==> src/rtl/uart_pkg.sv <==
// uart_pkg: shared types and helpers for the multi-format UART receiver.
//   rx_state_t  - receiver FSM states
//   half_div    - half-bit delay from the detected start edge to the start-bit check
//   entry_width - packed FIFO entry width: {frame_err, parity_err, data}
package uart_pkg;

   typedef enum logic [2:0] {
      IDLE,
      START,
      DATA,
      PARITY,
      STOP
   } rx_state_t;

   function automatic int unsigned half_div(input int unsigned clk_div);
      return clk_div / 2;
   endfunction

   function automatic int unsigned entry_width(input int unsigned data_bits);
      return data_bits + 2;
   endfunction

endpackage

==> src/rtl/uart_rx_fifo.sv <==
// uart_rx_fifo: synchronous FIFO holding received characters.
//   clk, rst  - clock, asynchronous active-high reset
//   push      - write wdata (accepted when not full, or when full with an accepted pop)
//   pop       - drop head entry (ignored when empty)
//   wdata     - entry to write
//   full      - no free entry
//   empty     - no valid entry
//   head      - oldest entry, forced to 0 while empty
module uart_rx_fifo
   import uart_pkg::*;
#(
   parameter int unsigned WIDTH = 10,
   parameter int unsigned DEPTH = 4
) (
   input  logic             clk,
   input  logic             rst,
   input  logic             push,
   input  logic             pop,
   input  logic [WIDTH-1:0] wdata,
   output logic             full,
   output logic             empty,
   output logic [WIDTH-1:0] head
);

   localparam int unsigned AW = $clog2(DEPTH);

   // Extra MSB is the wrap bit: equal pointers mean empty, differing only in it means full.
   logic [AW:0]      wr_ptr_q, rd_ptr_q;
   logic [WIDTH-1:0] mem_q [DEPTH];
   logic             do_push, do_pop;

   assign empty   = (wr_ptr_q == rd_ptr_q);
   assign full    = (wr_ptr_q[AW] != rd_ptr_q[AW]) && (wr_ptr_q[AW-1:0] == rd_ptr_q[AW-1:0]);
   assign do_pop  = pop && !empty;
   // A pop in the same cycle frees the slot being written, so a full FIFO still accepts.
   assign do_push = push && (!full || do_pop);
   assign head    = empty ? '0 : mem_q[rd_ptr_q[AW-1:0]];

   always_ff @(posedge clk or posedge rst) begin
      if (rst) begin
         wr_ptr_q <= '0;
         rd_ptr_q <= '0;
      end else begin
         if (do_push) wr_ptr_q <= wr_ptr_q + 1'b1;
         if (do_pop)  rd_ptr_q <= rd_ptr_q + 1'b1;
      end
   end

   always_ff @(posedge clk) begin
      if (do_push) mem_q[wr_ptr_q[AW-1:0]] <= wdata;
   end

endmodule

==> src/rtl/uart_rx_multi.sv <==
// uart_rx_multi: UART receiver with configurable divisor, character length, parity and
// stop bits, false-start rejection, per-character error flags and a receive FIFO.
//   clk, rst    - clock, asynchronous active-high reset
//   RX          - asynchronous serial input, idle high
//   clr_rdy     - pop head entry
//   clr_ovr     - clear overrun
//   rx_data     - head entry data, LSB first received
//   rdy         - FIFO non-empty
//   parity_err  - head entry parity mismatch
//   frame_err   - head entry saw a low stop sample
//   overrun     - sticky, a completed frame was dropped on a full FIFO
module uart_rx_multi
   import uart_pkg::*;
#(
   parameter int unsigned CLK_DIV    = 2604,
   parameter int unsigned DATA_BITS  = 8,
   parameter int unsigned PARITY_EN  = 0,
   parameter int unsigned PARITY_ODD = 0,
   parameter int unsigned STOP_BITS  = 1,
   parameter int unsigned FIFO_DEPTH = 4
) (
   input  logic                 clk,
   input  logic                 rst,
   input  logic                 RX,
   input  logic                 clr_rdy,
   input  logic                 clr_ovr,
   output logic [DATA_BITS-1:0] rx_data,
   output logic                 rdy,
   output logic                 parity_err,
   output logic                 frame_err,
   output logic                 overrun
);

   localparam int unsigned HALF_DIV = half_div(CLK_DIV);
   localparam int unsigned EW       = entry_width(DATA_BITS);
   localparam int unsigned CNT_W    = $clog2(CLK_DIV);
   localparam int unsigned BIT_W    = 4;

   typedef struct packed {
      logic                 frame_err;
      logic                 parity_err;
      logic [DATA_BITS-1:0] data;
   } rx_entry_t;

   rx_state_t            state_q;
   logic [CNT_W-1:0]     cnt_q;
   logic [BIT_W-1:0]     bit_cnt_q;
   logic [DATA_BITS-1:0] shift_q;
   logic                 parity_err_q, frame_err_q, overrun_q;
   logic                 rx_sync1_q, rx_sync2_q, rx_sync3_q;

   logic                 tick, stop_done, fall, par_exp;
   logic                 fifo_full, fifo_empty, ovr_set;
   rx_entry_t            push_entry;
   logic [EW-1:0]        fifo_head;

   assign tick      = (cnt_q == '0);
   assign fall      = rx_sync3_q && !rx_sync2_q;
   assign par_exp   = (^shift_q) ^ (PARITY_ODD != 0);
   assign stop_done = (state_q == STOP) && tick && (bit_cnt_q == BIT_W'(STOP_BITS - 1));

   // The final stop sample is folded in combinationally so the entry is written at the
   // edge that ends the final stop-sample cycle.
   always_comb begin
      push_entry            = '0;
      push_entry.frame_err  = frame_err_q | ~rx_sync2_q;
      push_entry.parity_err = parity_err_q;
      push_entry.data       = shift_q;
   end

   // Full implies non-empty, so any clr_rdy here is an accepted pop that makes room.
   assign ovr_set = stop_done && fifo_full && !clr_rdy;

   always_ff @(posedge clk or posedge rst) begin
      if (rst) begin
         rx_sync1_q   <= 1'b1;
         rx_sync2_q   <= 1'b1;
         rx_sync3_q   <= 1'b1;
         state_q      <= IDLE;
         cnt_q        <= '0;
         bit_cnt_q    <= '0;
         shift_q      <= '0;
         parity_err_q <= 1'b0;
         frame_err_q  <= 1'b0;
      end else begin
         rx_sync1_q <= RX;
         rx_sync2_q <= rx_sync1_q;
         rx_sync3_q <= rx_sync2_q;
         if (!tick) cnt_q <= cnt_q - 1'b1;
         unique case (state_q)
            IDLE: begin
               if (fall) begin
                  cnt_q   <= CNT_W'(HALF_DIV - 1);
                  state_q <= START;
               end
            end
            START: begin
               if (tick) begin
                  if (!rx_sync2_q) begin
                     cnt_q        <= CNT_W'(CLK_DIV - 1);
                     bit_cnt_q    <= '0;
                     parity_err_q <= 1'b0;
                     frame_err_q  <= 1'b0;
                     state_q      <= DATA;
                  end else begin
                     state_q <= IDLE;
                  end
               end
            end
            DATA: begin
               if (tick) begin
                  shift_q <= {rx_sync2_q, shift_q[DATA_BITS-1:1]};
                  cnt_q   <= CNT_W'(CLK_DIV - 1);
                  if (bit_cnt_q == BIT_W'(DATA_BITS - 1)) begin
                     bit_cnt_q <= '0;
                     state_q   <= (PARITY_EN != 0) ? PARITY : STOP;
                  end else begin
                     bit_cnt_q <= bit_cnt_q + 1'b1;
                  end
               end
            end
            PARITY: begin
               if (tick) begin
                  parity_err_q <= (rx_sync2_q != par_exp);
                  cnt_q        <= CNT_W'(CLK_DIV - 1);
                  bit_cnt_q    <= '0;
                  state_q      <= STOP;
               end
            end
            STOP: begin
               if (tick) begin
                  if (!rx_sync2_q) frame_err_q <= 1'b1;
                  cnt_q <= CNT_W'(CLK_DIV - 1);
                  if (stop_done) begin
                     state_q <= IDLE;
                  end else begin
                     bit_cnt_q <= bit_cnt_q + 1'b1;
                  end
               end
            end
            default: state_q <= IDLE;
         endcase
      end
   end

   // A new drop outranks a clear arriving in the same cycle.
   always_ff @(posedge clk or posedge rst) begin
      if (rst) begin
         overrun_q <= 1'b0;
      end else if (ovr_set) begin
         overrun_q <= 1'b1;
      end else if (clr_ovr) begin
         overrun_q <= 1'b0;
      end
   end

   uart_rx_fifo #(
      .WIDTH (EW),
      .DEPTH (FIFO_DEPTH)
   ) u_fifo (
      .clk   (clk),
      .rst   (rst),
      .push  (stop_done),
      .pop   (clr_rdy),
      .wdata (push_entry),
      .full  (fifo_full),
      .empty (fifo_empty),
      .head  (fifo_head)
   );

   assign rdy                               = !fifo_empty;
   assign {frame_err, parity_err, rx_data}  = fifo_head;
   assign overrun                           = overrun_q;

endmodule

==> config.mk <==
export PLATFORM = sky130hd
export DESIGN_NAME = uart_rx_multi
export DESIGN_NICKNAME = d
export VERILOG_FILES = /design/src/rtl/uart_pkg.sv /design/src/rtl/uart_rx_fifo.sv /design/src/rtl/uart_rx_multi.sv
export SDC_FILE = /design/constraint.sdc
export NUM_CORES = 1
export LEC_CHECK = 0
export BUFFER_PORTS_ARGS = -buffer_cell sky130_fd_sc_hd__clkbuf_2
export CORE_MARGIN = 4
export CORE_UTILIZATION = 45
export DETAILED_ROUTE_END_ITERATION = 8
export SLEW_MARGIN = 20
export SYNTH_ARGS = -nofsm -noshare
export SYNTH_HDL_FRONTEND = slang
export SYNTH_SLANG_ARGS = --single-unit
==> constraint.sdc <==
create_clock -name clk -period 6.85 [get_ports clk]
set_input_delay 0.3425 -clock clk [delete_from_list [all_inputs] [get_ports clk]]
set_output_delay 0.3425 -clock clk [all_outputs]
set_load 0.02 [all_outputs]
### Yosys cells after proc, flatten, opt, wreduce, memory -nomap -nowiden

Memories as Yosys holds them, arrays and structs flattened.
Cells that the tools add are included.

| storage, ports and cells | value |
|---|---|
| RAM bits | 40 |
| word-level logic and storage cells | 100 |
| output and inout bits | 12 |
| input bits | 5 |
| memories kept | 1 |
| register bits | 39 |

| cells by class | value |
|---|---|
| multiplexer cells | 35 |
| bitwise gates (word level) | 2 |
| equality and inequality tests | 19 |
| reduce and logical (&&, ||, !) cells | 27 |
| add/sub/neg operators | 4 |

Memories:

| name | depth | bits a word | read ports | clocked after memory_dff | wr ports | line | RTL |
|---|---|---|---|---|---|---|---|
| u_fifo.mem_q | 4 | 10 | 1 | 0 | 1 | uart_rx_fifo.sv:29 | `logic [WIDTH-1:0] mem_q [DEPTH];` |

Operators by type and width:

| operator | count |
|---|---|
| two-way mux 12 bit | 5 |
| case mux 12 bit (3 select lines) | 1 |
| two-way mux 4 bit | 7 |
| two-way mux 3 bit | 7 |
| inequality test 2 bit (second input constant) | 10 |
| case mux 4 bit (4 select lines) | 1 |
| case mux 3 bit (5 select lines) | 1 |
| AND reduction 7 bit | 2 |
| logical NOT 12 bit | 1 |
| subtractor 12 x 1 -> 12 bit (second input constant) | 1 |
| two-way mux 10 bit | 1 |
| two-way mux 1 bit | 9 |
| logical AND 1 bit | 8 |
| XOR reduction 8 bit | 1 |
| adder 3 x 1 -> 3 bit (second input constant) | 2 |
| == test 3 x 2 -> 1 bit (second input constant) | 2 |
| nonzero test 2 bit | 3 |
| AND reduction 5 bit | 1 |
| adder 4 x 1 -> 4 bit (second input constant) | 1 |
| == test 4 x 3 -> 1 bit (second input constant) | 1 |
| logical NOT 1 bit | 4 |
| logical NOT 4 bit | 1 |
| case mux 1 bit (2 select lines) | 2 |
| AND reduction 4 bit | 1 |
| other kinds (13) | 14 |

### Depth between registers and ports, before layout

Gate-level depths: netlist of the first run.

| depth | value |
|---|---|
| depth after elaboration | 7 |
| mapped depth | 12 |
| gate-level depth less buffers | 11 |

### Hierarchy

Synthesis of the first run repeated with hierarchy kept, for this count alone.

| unflattened totals | value |
|---|---|
| cells, all modules | 297 |
| area, all modules | 3817.4 um^2 |

By module, submodules not included:

| module | cells each | instances | area each (um^2) |
|---|---|---|---|
| uart_rx_fifo | 99 | 1 | 1923.1 |
| uart_rx_multi | 198 | 1 | 1894.3 |

### Worst setup path after synthesis of the first run

OpenSTA, ideal clock, no wires.

| timing | value |
|---|---|
| path type | flip-flop to flip-flop |
| start point | reg cnt_q[0] |
| end point | reg cnt_q[0] |
| setup slack | 4.517 ns |
| stages on the path, launching flop included | 12 |
| arrival | 2.194 ns |
| setup time | 0.139 ns |
| data required time | 6.711 ns |
| path through | dfrtp_1 inv_1 ha_1 nor4b_2 and3_1 inv_1 clkbuf_1 ha_1 o31ai_1 o22ai_1 a21oi_1 a221oi_1 |

| on the way | value |
|---|---|
| word-level cells in the longest chain between the ends | 5 |

RTL lines:

| element | line | RTL |
|---|---|---|
| from (decl) | uart_rx_multi.sv:46 | `logic [CNT_W-1:0] cnt_q;` |
| from (signal assigned) | uart_rx_multi.sv:89 | `if (!tick) cnt_q <= cnt_q - 1'b1;` |
| from (signal assigned) | uart_rx_multi.sv:93 | `cnt_q <= CNT_W'(HALF_DIV - 1);` |
| from (signal assigned) | uart_rx_multi.sv:100 | `cnt_q <= CNT_W'(CLK_DIV - 1);` |
| subtractor 12 x 1 -> 12 bit / logical NOT 12 bit (equally long branches) | uart_rx_multi.sv:89, uart_rx_multi.sv:57 |  |
| two-way mux 12 bit | uart_rx_multi.sv:89 |  |
| two-way mux 12 bit | uart_rx_multi.sv:99 | `if (!rx_sync2_q) begin` |
| two-way mux 12 bit | uart_rx_multi.sv:98 | `if (tick) begin` |
| case mux 12 bit (3 select lines) (*) | uart_rx_multi.sv:90 | `unique case (state_q)` |

Every way passes the cells marked *; elsewhere a longest branch is shown, timed or not.
A chain may end at the register's enable or synchronous reset.

### Final worst setup path of the first run

| timing | value |
|---|---|
| start point | reg cnt_q[0] |
| end point | mem u_fifo.mem_q[3][0], enable pin |

| on the way | value |
|---|---|
| word-level cells in the longest chain between the ends | 6 |

RTL lines:

| element | line | RTL |
|---|---|---|
| logical NOT 12 bit | uart_rx_multi.sv:57 | `assign tick = (cnt_q == '0);` |
| logical AND 1 bit (2 in a row) | uart_rx_multi.sv:60 | `assign stop_done = (state_q == STOP) && tick && (bit_cnt_q == BIT_W'(STOP_BITS - 1));` |
| logical AND 1 bit | uart_rx_fifo.sv:36 | `assign do_push = push && (!full \|\| do_pop);` |
| two-way mux 1 bit | uart_rx_fifo.sv:50 | `if (do_push) mem_q[wr_ptr_q[AW-1:0]] <= wdata;` |
| two-way mux 1 bit (implied by the code) | uart_rx_fifo.sv:50 |  |
| to (decl) | uart_rx_fifo.sv:29 |  |

Every way passes these cells.

==> results.yml, run 1 <==
critical_path:
  setup.worst_path.end_class: "flop"
  cp.arrival_ns: 3.05
  cp_max_fo: 13
  rrSetupSlack_ns: 3.79
  critPathCapture: "u_fifo.mem_q[3][0]"
  critical_path_class: "flop to flop"
  r2r_cells: 7
  r2r_start: "cnt_q[0]"
  critical_path.startpoint: "cnt_q[0]"
  cp-start-kind: "flop"
  crit_required_ns: 6.84
  r2r_end: "u_fifo.mem_q[3][0]"
sta:
  fin_crit_sh_pct: 44.71
  setup_tns_ns: 0
  hold_viol_final: 0
  finalSetupViolCount: 0
  slew_viol_final: 0
  fmax_ghz: 0.3265
  fin_crit_ns: 3.062
  skew_ns: 0.005901
  hold_ws_ns: 0.07079
  tightest_slew_ns: 0.7524
  grt_setup_unrepaired: "false"
  relSlewSlack_pct: 49.84
final_layout:
  nNetsFinal: 317
  drive_gt1_share_pct: 19.54
  stdcell_area_mm2: 0.004081
  area_delta_synth_final_pct: 10.69
  n_antenna_cell: 0
  postLayoutCoreUtil_pct: 52.01
synth:
  netlist_top_cells_area: "edfxtp_1, dfrtp_1, mux4_2"
  synth_area_leader_cell: "edfxtp_1"
  ys_seq_area_share_pct: 59.14
  yosys_warnings: 0
  synth_seq_cells: 79
  avgSynthCellArea_um2: 13.03
  netlist_instances: 283
  syn_nets: 298
  ys_types: 49
  synth_ff_type: "edfxtp_1"
  synth_most_common_cell: "edfxtp_1"
  synth.top_cell.area_share_pct: 32.58
  syn-cell-area_mm2: 0.003687
  synth-edff-count: 40
  ys_async_sr_fraction_pct: 49.37
  synth_commonest_cells: "edfxtp_1, dfrtp_1, nand2_1"
placed_design:
  placed_area_mm2: 0.003867
  io_buffer_count: 16
  hpwl_um: 4479
  gp_congestion: 0.8040
die:
  ioPinCount: 17
  die_w_um: 98.52
  fp.dieArea_mm2: 0.009706
  initial_core_util_pct: 46.99
  die_height_um: 98.52
  num_rows: 32
  coreArea_mm2: 0.007848
drt:
  vias: 2225
  drt_first_pass_iters: 4
  drtIter0Drc: 57
  drt_drc_violations_left: 0
  wirelength_um: 6535
  via_per_inst: 5.440
  wl_per_cell_um: 15.98
  ant_nets: 0
grt:
  grt_antenna_before_repair: 0
  grtUsageTotal_pct: 14.78
  grt_pass1_wl_um: 11270
  grt_pass1_vias: 2305
  grt-ovfl-total: 0
  grt_start_max_net_pins: 40
clocking:
  cts_tree: "yes"
  cts.sinks: 79
  path_clk_slew_ns: 0.08
  cts_setup_buffers: 0
  cts_hold_buffers: 0
  cts_root_buffer: "clkbuf_8"
  clk_latency_ns: 0.35
  cts_buffer_depth: 2
  ctsResizeCount: 0
  numCtsBuffers: 9
  h-tree-depth: 3
hold_path:
  hold_path.class: "input pin to flop"
pwr:
  powerDensity_mw_per_mm2: 310.7
  p_leak_nw: 1.654
  vdd_drop_max_v: 0.0001646
run:
  max_cap_violations: 0
run_status:
  status: "finished clean"
cell type report:
type | count | area (µm²)
clock buffer | 11 | 131.4
clock inverter | 5 | 82.58
fill | 667 | 3766
inverter | 11 | 41.29
multi-input combinational | 184 | 1430
sequential | 79 | 2181
tap | 102 | 127.6
timing repair buffer | 17 | 87.58
flip-flops by register name (all words and copies together), names as in the netlist:
signal and flops:
bit_cnt_q 4, cnt_q 12, frame_err_q 1, overrun 1
parity_err_q 1, rx_sync1_q 1, rx_sync2_q 1, rx_sync3_q 1
shift_q 8, state_q 3, u_fifo.mem_q 40, u_fifo.rd_ptr_q 3
u_fifo.wr_ptr_q 3
layer usage:
metal | global-route usage (%) | vias to the layer above | share of wire [%]
met3 | 3.043 | 11 | 3.1
met1 | 19.94 | 1090 | 47
met5 | 0 | - | 0
li1 | - | 1087 | -
met2 | 23.14 | 37 | 48
met4 | 6.723 | 0 | 1.9
worst min path at each step:
| stage | start | endpoint | slack, ns | cells after the start |
|---|---|---|---|---|
| 6_report | RX | rx_sync1_q | 0.07 | 1 |
| 5_1_grt | RX | rx_sync1_q | 0.05 | 1 |
| 2_1_floorplan | rx_sync1_q | rx_sync2_q | 0.35 | 0 |
| 3_5_place_dp | rx_sync1_q | rx_sync2_q | 0.36 | 0 |
| 3_3_place_gp | rx_sync1_q | rx_sync2_q | 0.35 | 0 |
| 4_1_cts | RX | rx_sync1_q | 0.05 | 1 |
power by group:
group | internal [mW] | switching (mW) | leakage (nW)
clock | 0.206 | 0.167 | 0.107
combinational | 0.124 | 0.138 | 0.616
sequential | 0.542 | 0.0899 | 0.931
total | 0.873 | 0.395 | 1.65
metrics by stage:
stage | total power, mW | cells | worst slack [ns]
global placement | 0.9016 | 393 | 3.967
finish | 1.268 | 409 | 3.788
global route | 1.350 | 409 | 3.545
detailed placement | 0.9068 | 393 | 3.809
floorplan | 0.8373 | 283 | 4.517
CTS | 1.281 | 409 | 3.772
critical path, cell delays in order (launching register included):
cell     delay [ns]
dfrtp_1        0.41
inv_1          0.13
ha_1           0.20
nor4b_2        0.26
and3_1         0.43
inv_1          0.30
nor3_2         0.45
and2_1         0.53
kinds of logic after synthesis:
kind of cell	Yosys count	synth area share, %
AOI/OAI and AO/OA	40	6.889
xor gates and xnor gates	18	4.276
and+or+nand+nor	94	14.52
buffers and inverters	20	2.070
adders and majority gates	10	3.393
muxes	22	9.705
DFF	79	59.14
cell usage in the layout, fill, tap and decap left out, types with 4 or more instances in the layout:
cell,n
nand3_1,7
nor2b_1,7
nand2b_1,4
edfxtp_1,40
inv_1,11
xnor2_1,11
dfrtp_1,36
nand2_1,19
nor2_1,17
o21ai_0,12
xor2_1,7
o31ai_1,4
nor4_1,4
a21oi_1,8
nor3_1,4
mux2_2,10
ha_1,10
clkbuf_2,16
clkbuf_8,9
mux4_2,10
and2_1,14
Power figures use the tool's default switching activity.
==> run 2, diff against run 1 <==
- clock period: 6.85 -> 2.94 ns (I/O delays scaled with it)
==> run 2 against run 1 <==
  * Final cell count rose by 1.7%
  * Sequential share of layout area fell by 1.3 points
  * Register-to-register slack got worse by 3.5 ns
  * Sequential power rose by 120%
  * Clock skew rose by 0.0028 ns
  * Setup slack got worse by 3.5 ns
==> results.yml, run 2 (same netlist as run 1, synthesis figures left out) <==
placed_design:
  io_buffer_count: 16
  place_inst: 398
  placed_area_mm2: 0.003905
  place_ws_ns: 0.3501
  hpwl_um: 4567
  gp_congestion: 0.8318
final_layout:
  fillers: 700
  final-instance-count-excl-fill: 416
  final_common_cell: "edfxtp_1"
  n_antenna_cell: 0
  area_delta_synth_final_pct: 13.51
  largest_register_ff_count: 40
  nNetsFinal: 324
  mostFrequentLayoutCells: "edfxtp_1, dfrtp_1, nand2_1"
  drive_gt1_share_pct: 20.70
  stdcell_area_mm2: 0.004185
die:
  num_rows: 32
  initial_core_util_pct: 46.99
  fp.dieArea_mm2: 0.009706
  die_w_um: 98.52
  ioPinCount: 17
  die_height_um: 98.52
  coreArea_mm2: 0.007848
sta:
  setup_slack_ns: 0.3162
  fin_crit_ns: 2.624
  skew_ns: 0.008674
  relSlewSlack_pct: 52.29
  hold_viol_final: 0
  setup_tns_ns: 0
  fin_crit_sh_pct: 89.24
  finalSetupViolCount: 0
  slew_viol_final: 0
  fmax_ghz: 0.3811
  grt_setup_unrepaired: "false"
  tightest_slew_ns: 0.7142
critical_path:
  r2r_cells: 11
  rrSetupSlack_ns: 0.32
  critPathCapture: "cnt_q[0]"
  critical_path.startpoint: "cnt_q[0]"
  setup.worst_path.end_class: "flop"
  r2r_start: "cnt_q[0]"
  cp-start-kind: "flop"
  cp.arrival_ns: 2.83
  crit_required_ns: 3.15
  crit_path_max_incr_delay_ns: 0.40
  cp_max_fo: 12
  r2r_end: "cnt_q[0]"
  crit_chain: "inv_1, ha_1, nor4b_2, and3_1, inv_1, buf_4, ha_1, o31ai_1, o22ai_1, a21oi_1, a221oi_1"
  critical_path_class: "flop to flop"
  crit_slowest_cell: "dfrtp_1"
grt:
  grt_pass1_wl_um: 11500
  grt_pass1_vias: 2286
  grt_start_max_net_pins: 40
  grt_antenna_before_repair: 0
  grt-ovfl-total: 0
  grtUsageTotal_pct: 14.98
clocking:
  numCtsBuffers: 9
  cts_tree: "yes"
  ctsResizeCount: 0
  cts.sinks: 79
  path_clk_slew_ns: 0.08
  h-tree-depth: 3
  cts_buffer_depth: 2
  clk_latency_ns: 0.34
  cts_setup_buffers: 0
  cts_root_buffer: "clkbuf_8"
drt:
  vias: 2243
  drt_drc_violations_left: 0
  drt_first_pass_iters: 4
  drtIter0Drc: 101
  wl_per_cell_um: 16.02
  via_per_inst: 5.392
  ant_nets: 0
  wirelength_um: 6663
run:
  max_cap_violations: 0
pwr:
  vdd_drop_max_v: 0.0003991
  p_total_mw: 3.150
  p_leak_nw: 1.707
  powerDensity_mw_per_mm2: 752.7
run_status:
  status: "finished clean"
hold_path:
  hold_path.class: "input pin to flop"
  hp-start: "clr_ovr"
==> run 2: cell count changes in the layout (fill, tap and decap cells not counted), sizes merged <==
cell         previous run  this run
buf                     1         6
clkinv                  3         0
bufinv                  2         4
dlygate4sd3             0         2
inv                    11        12
==> run 2: what timing repair did <==
action,in CTS,in global routing
setup endpoints to repair,0,0
hold endpoints to repair,37,0
hold buffers,2,0
==> run 2: layout make-up <==
cell class	count	area [µm²]	share of cell area (%)
timing repair buffer	24	145.1	3.468
multi-input combinational	184	1430	34.17
tap	102	127.6	3.049
sequential	79	2181	52.11
clock inverter	5	128.9	3.079
clock buffer	11	131.4	3.139
inverter	11	41.29	0.9865
==> run 2: per-stage QoR <==
step | util (%) | hold WS, ns
5_1_grt | 53.33 | 0.08026
6_report | 53.33 | 0.07315
2_1_floorplan | - | 0.1515
4_1_cts | 53.33 | 0.06143
3_5_place_dp | 49.76 | 0.2359
3_3_place_gp | 49.76 | 0.2341
==> run 2: metal layers <==
layer  global-route usage (%)  routed length, µm
met5                        0                  0
met4                    4.727                 83
met3                    3.609                192
met2                    25.07               3284
met1                    19.31               3103
==> run 2: worst max-delay path, delay by kind of cell (launching register included) <==
family | cells | cell delay (ns)
DFF | 1 | 0.40
adders and majority gates | 2 | 0.53
buffers and inverters | 3 | 0.39
AOI/OAI and AO/OA | 4 | 0.67
and+or+nand+nor | 2 | 0.50
==> run 2: worst min-delay path by stage <==
stage                     depth (start not counted)    endpoint  slack [ns]
after floorplan                                   0  rx_sync1_q        0.15
after global placement                            1  rx_sync1_q        0.23
after detailed placement                          1  rx_sync1_q        0.24
after CTS                                         3     overrun        0.06
after global routing                              3     overrun        0.08
final                                             3     overrun        0.07
==> run 2: report_power, final <==
group	internal, mW	switching (mW)
combinational	0.308	0.389
sequential	1.26	0.148
clock	0.654	0.386
total	2.23	0.923
==> run 3, diff against run 2 <==
- HOLD_SLACK_MARGIN: unset -> 0.12
- clock period: 2.94 -> 3.15 ns (I/O delays scaled with it)
==> run 3 against run 2 <==
  * Largest power group unchanged
  * Core utilization is 0.32 points lower
  * Sequential share of layout area up 0.31 points
  * Global-route usage down 0.26 points
  * Worst hold slack better by 0.28 ns
  * Register-to-register slack better by 0.21 ns
  * Critical path depth is the same
  * Setup slack better by 0.21 ns
  * Sequential power shrank 6%
==> results.yml, run 3 (same netlist as run 1, synthesis figures left out) <==
run_status:
  status: "finished clean"
critical_path:
  critical_path_class: "flop to flop"
  worst-path-buf-inv: 3
  crit_required_ns: 3.36
  cp-start-kind: "flop"
  critPathTopFamily: "compound AO/OA/AOI/OAI gates"
  cp_max_fo: 10
  crit_chain: "inv_1, ha_1, nor4b_2, and3_1, inv_1, buf_4, ha_1, o31ai_1, o22ai_1, a21oi_1, a221oi_1"
  crit_path_max_incr_delay_ns: 0.40
  cp.arrival_ns: 2.83
  crit_slowest_cell: "dfrtp_1"
  setup.worst_path.end_class: "flop"
sta:
  hold_viol_final: 0
  tightest_slew_ns: 0.9026
  skew_ns: 0.01180
  fmax_ghz: 0.3810
  relSlewSlack_pct: 39.76
  fin_crit_ns: 2.625
  slew_viol_final: 0
  finalSetupViolCount: 0
  setup_tns_ns: 0
  fin_crit_sh_pct: 83.33
  grt_setup_unrepaired: "false"
  hold_ws_ns: 0.3568
final_layout:
  area_delta_synth_final_pct: 12.83
  stdcell_area_mm2: 0.004160
  drive_gt1_share_pct: 21.38
  final_common_cell: "edfxtp_1"
  largest_register_ff_count: 40
  mostFrequentLayoutCells: "edfxtp_1, dfrtp_1, nand2_1"
  postLayoutCoreUtil_pct: 53.01
  nNetsFinal: 328
  n_antenna_cell: 0
pwr:
  powerDensity_mw_per_mm2: 654.8
  vdd_drop_max_v: 0.0003815
  p_leak_nw: 1.694
placed_design:
  io_buffer_count: 16
  gp_congestion: 0.7664
  hpwl_um: 4488
  placed_area_mm2: 0.003920
clocking:
  ctsResizeCount: 0
  h-tree-depth: 3
  path_clk_slew_ns: 0.08
  cts.sinks: 79
  cts_tree: "yes"
  clk_latency_ns: 0.35
  numCtsBuffers: 9
  cts_buffer_depth: 2
  cts_root_buffer: "clkbuf_8"
die:
  die_w_um: 98.52
  die_height_um: 98.52
  coreArea_mm2: 0.007848
  ioPinCount: 17
  initial_core_util_pct: 46.99
  num_rows: 32
  fp.dieArea_mm2: 0.009706
hold_path:
  hold_path.class: "flop to flop"
grt:
  grt-ovfl-total: 0
  grt_start_max_net_pins: 24
  grtUsageTotal_pct: 14.72
  grt_antenna_before_repair: 0
  grt_pass1_vias: 2283
  grt_pass1_wl_um: 11230
drt:
  via_per_inst: 5.457
  wirelength_um: 6634
  ant_nets: 0
  drt_drc_violations_left: 0
  wl_per_cell_um: 15.80
  drt_first_pass_iters: 4
  drtIter0Drc: 79
  vias: 2292
run:
  max_cap_violations: 0
## run 3: cell types whose count changed in the layout (fill, tap and decap cells not counted), sizes merged
cell,previous run,this run
clkinvlp,0,2
bufinv,4,1
clkinv,0,2
dlygate4sd3,2,4
inv,12,11
buf,6,8
## run 3: final timing paths
path,slack [ns],cells after the start,to,start
worst max-delay path,0.52,11,cnt_q[0],cnt_q[0]
worst min-delay path,0.36,0,rx_sync2_q,rx_sync1_q
worst max register to register,0.52,11,cnt_q[0],cnt_q[0]
worst min register to register,0.36,0,rx_sync2_q,rx_sync1_q
max in group asynchronous,1.78,4,rx_sync1_q,rst
min in group asynchronous,0.53,3,shift_q[4],rst
## run 3: report_power, final
group          internal (mW)  total, mW  switching (mW)
Clock                  0.388      0.748           0.360
Combinational          0.289      0.658           0.369
Sequential              1.18       1.32           0.138
Total                   1.86       2.72           0.867
## run 3: layer usage
layer / vias to the layer above / wire length (µm) / track usage [%]
met3: 15 / 220 / 3.609
met1: 1132 / 2972 / 18.85
met5: - / 0 / 0
met2: 46 / 3310 / 24.13
met4: 0 / 130 / 5.882
li1: 1099 / - / -
## run 3: through the flow
| stage | power [mW] | cells | worst slack, ns |
|---|---|---|---|
| after global placement | 1.980 | 400 | 0.6882 |
| after global routing | 2.899 | 420 | 0.3353 |
| final | 2.724 | 420 | 0.5250 |
| after detailed placement | 1.993 | 400 | 0.5385 |
| after floorplan | 1.821 | 283 | 0.8169 |
| after CTS | 2.754 | 420 | 0.5262 |
## run 3: what timing repair did
item                                    4_1_cts  5_1_grt
endpoints found under the setup margin        0        0
hold buffers                                  4        0
buffers inserted                              0        0
hold endpoints to repair                     26        0
## run 3: final cells by class
type	count	area, µm²
timing repair buffer	28	180.2
multi-input combinational	184	1430
sequential	79	2181
clock inverter	5	58.81
tap	102	127.6
clock buffer	11	141.4
inverter	11	41.29
fill	690	3687
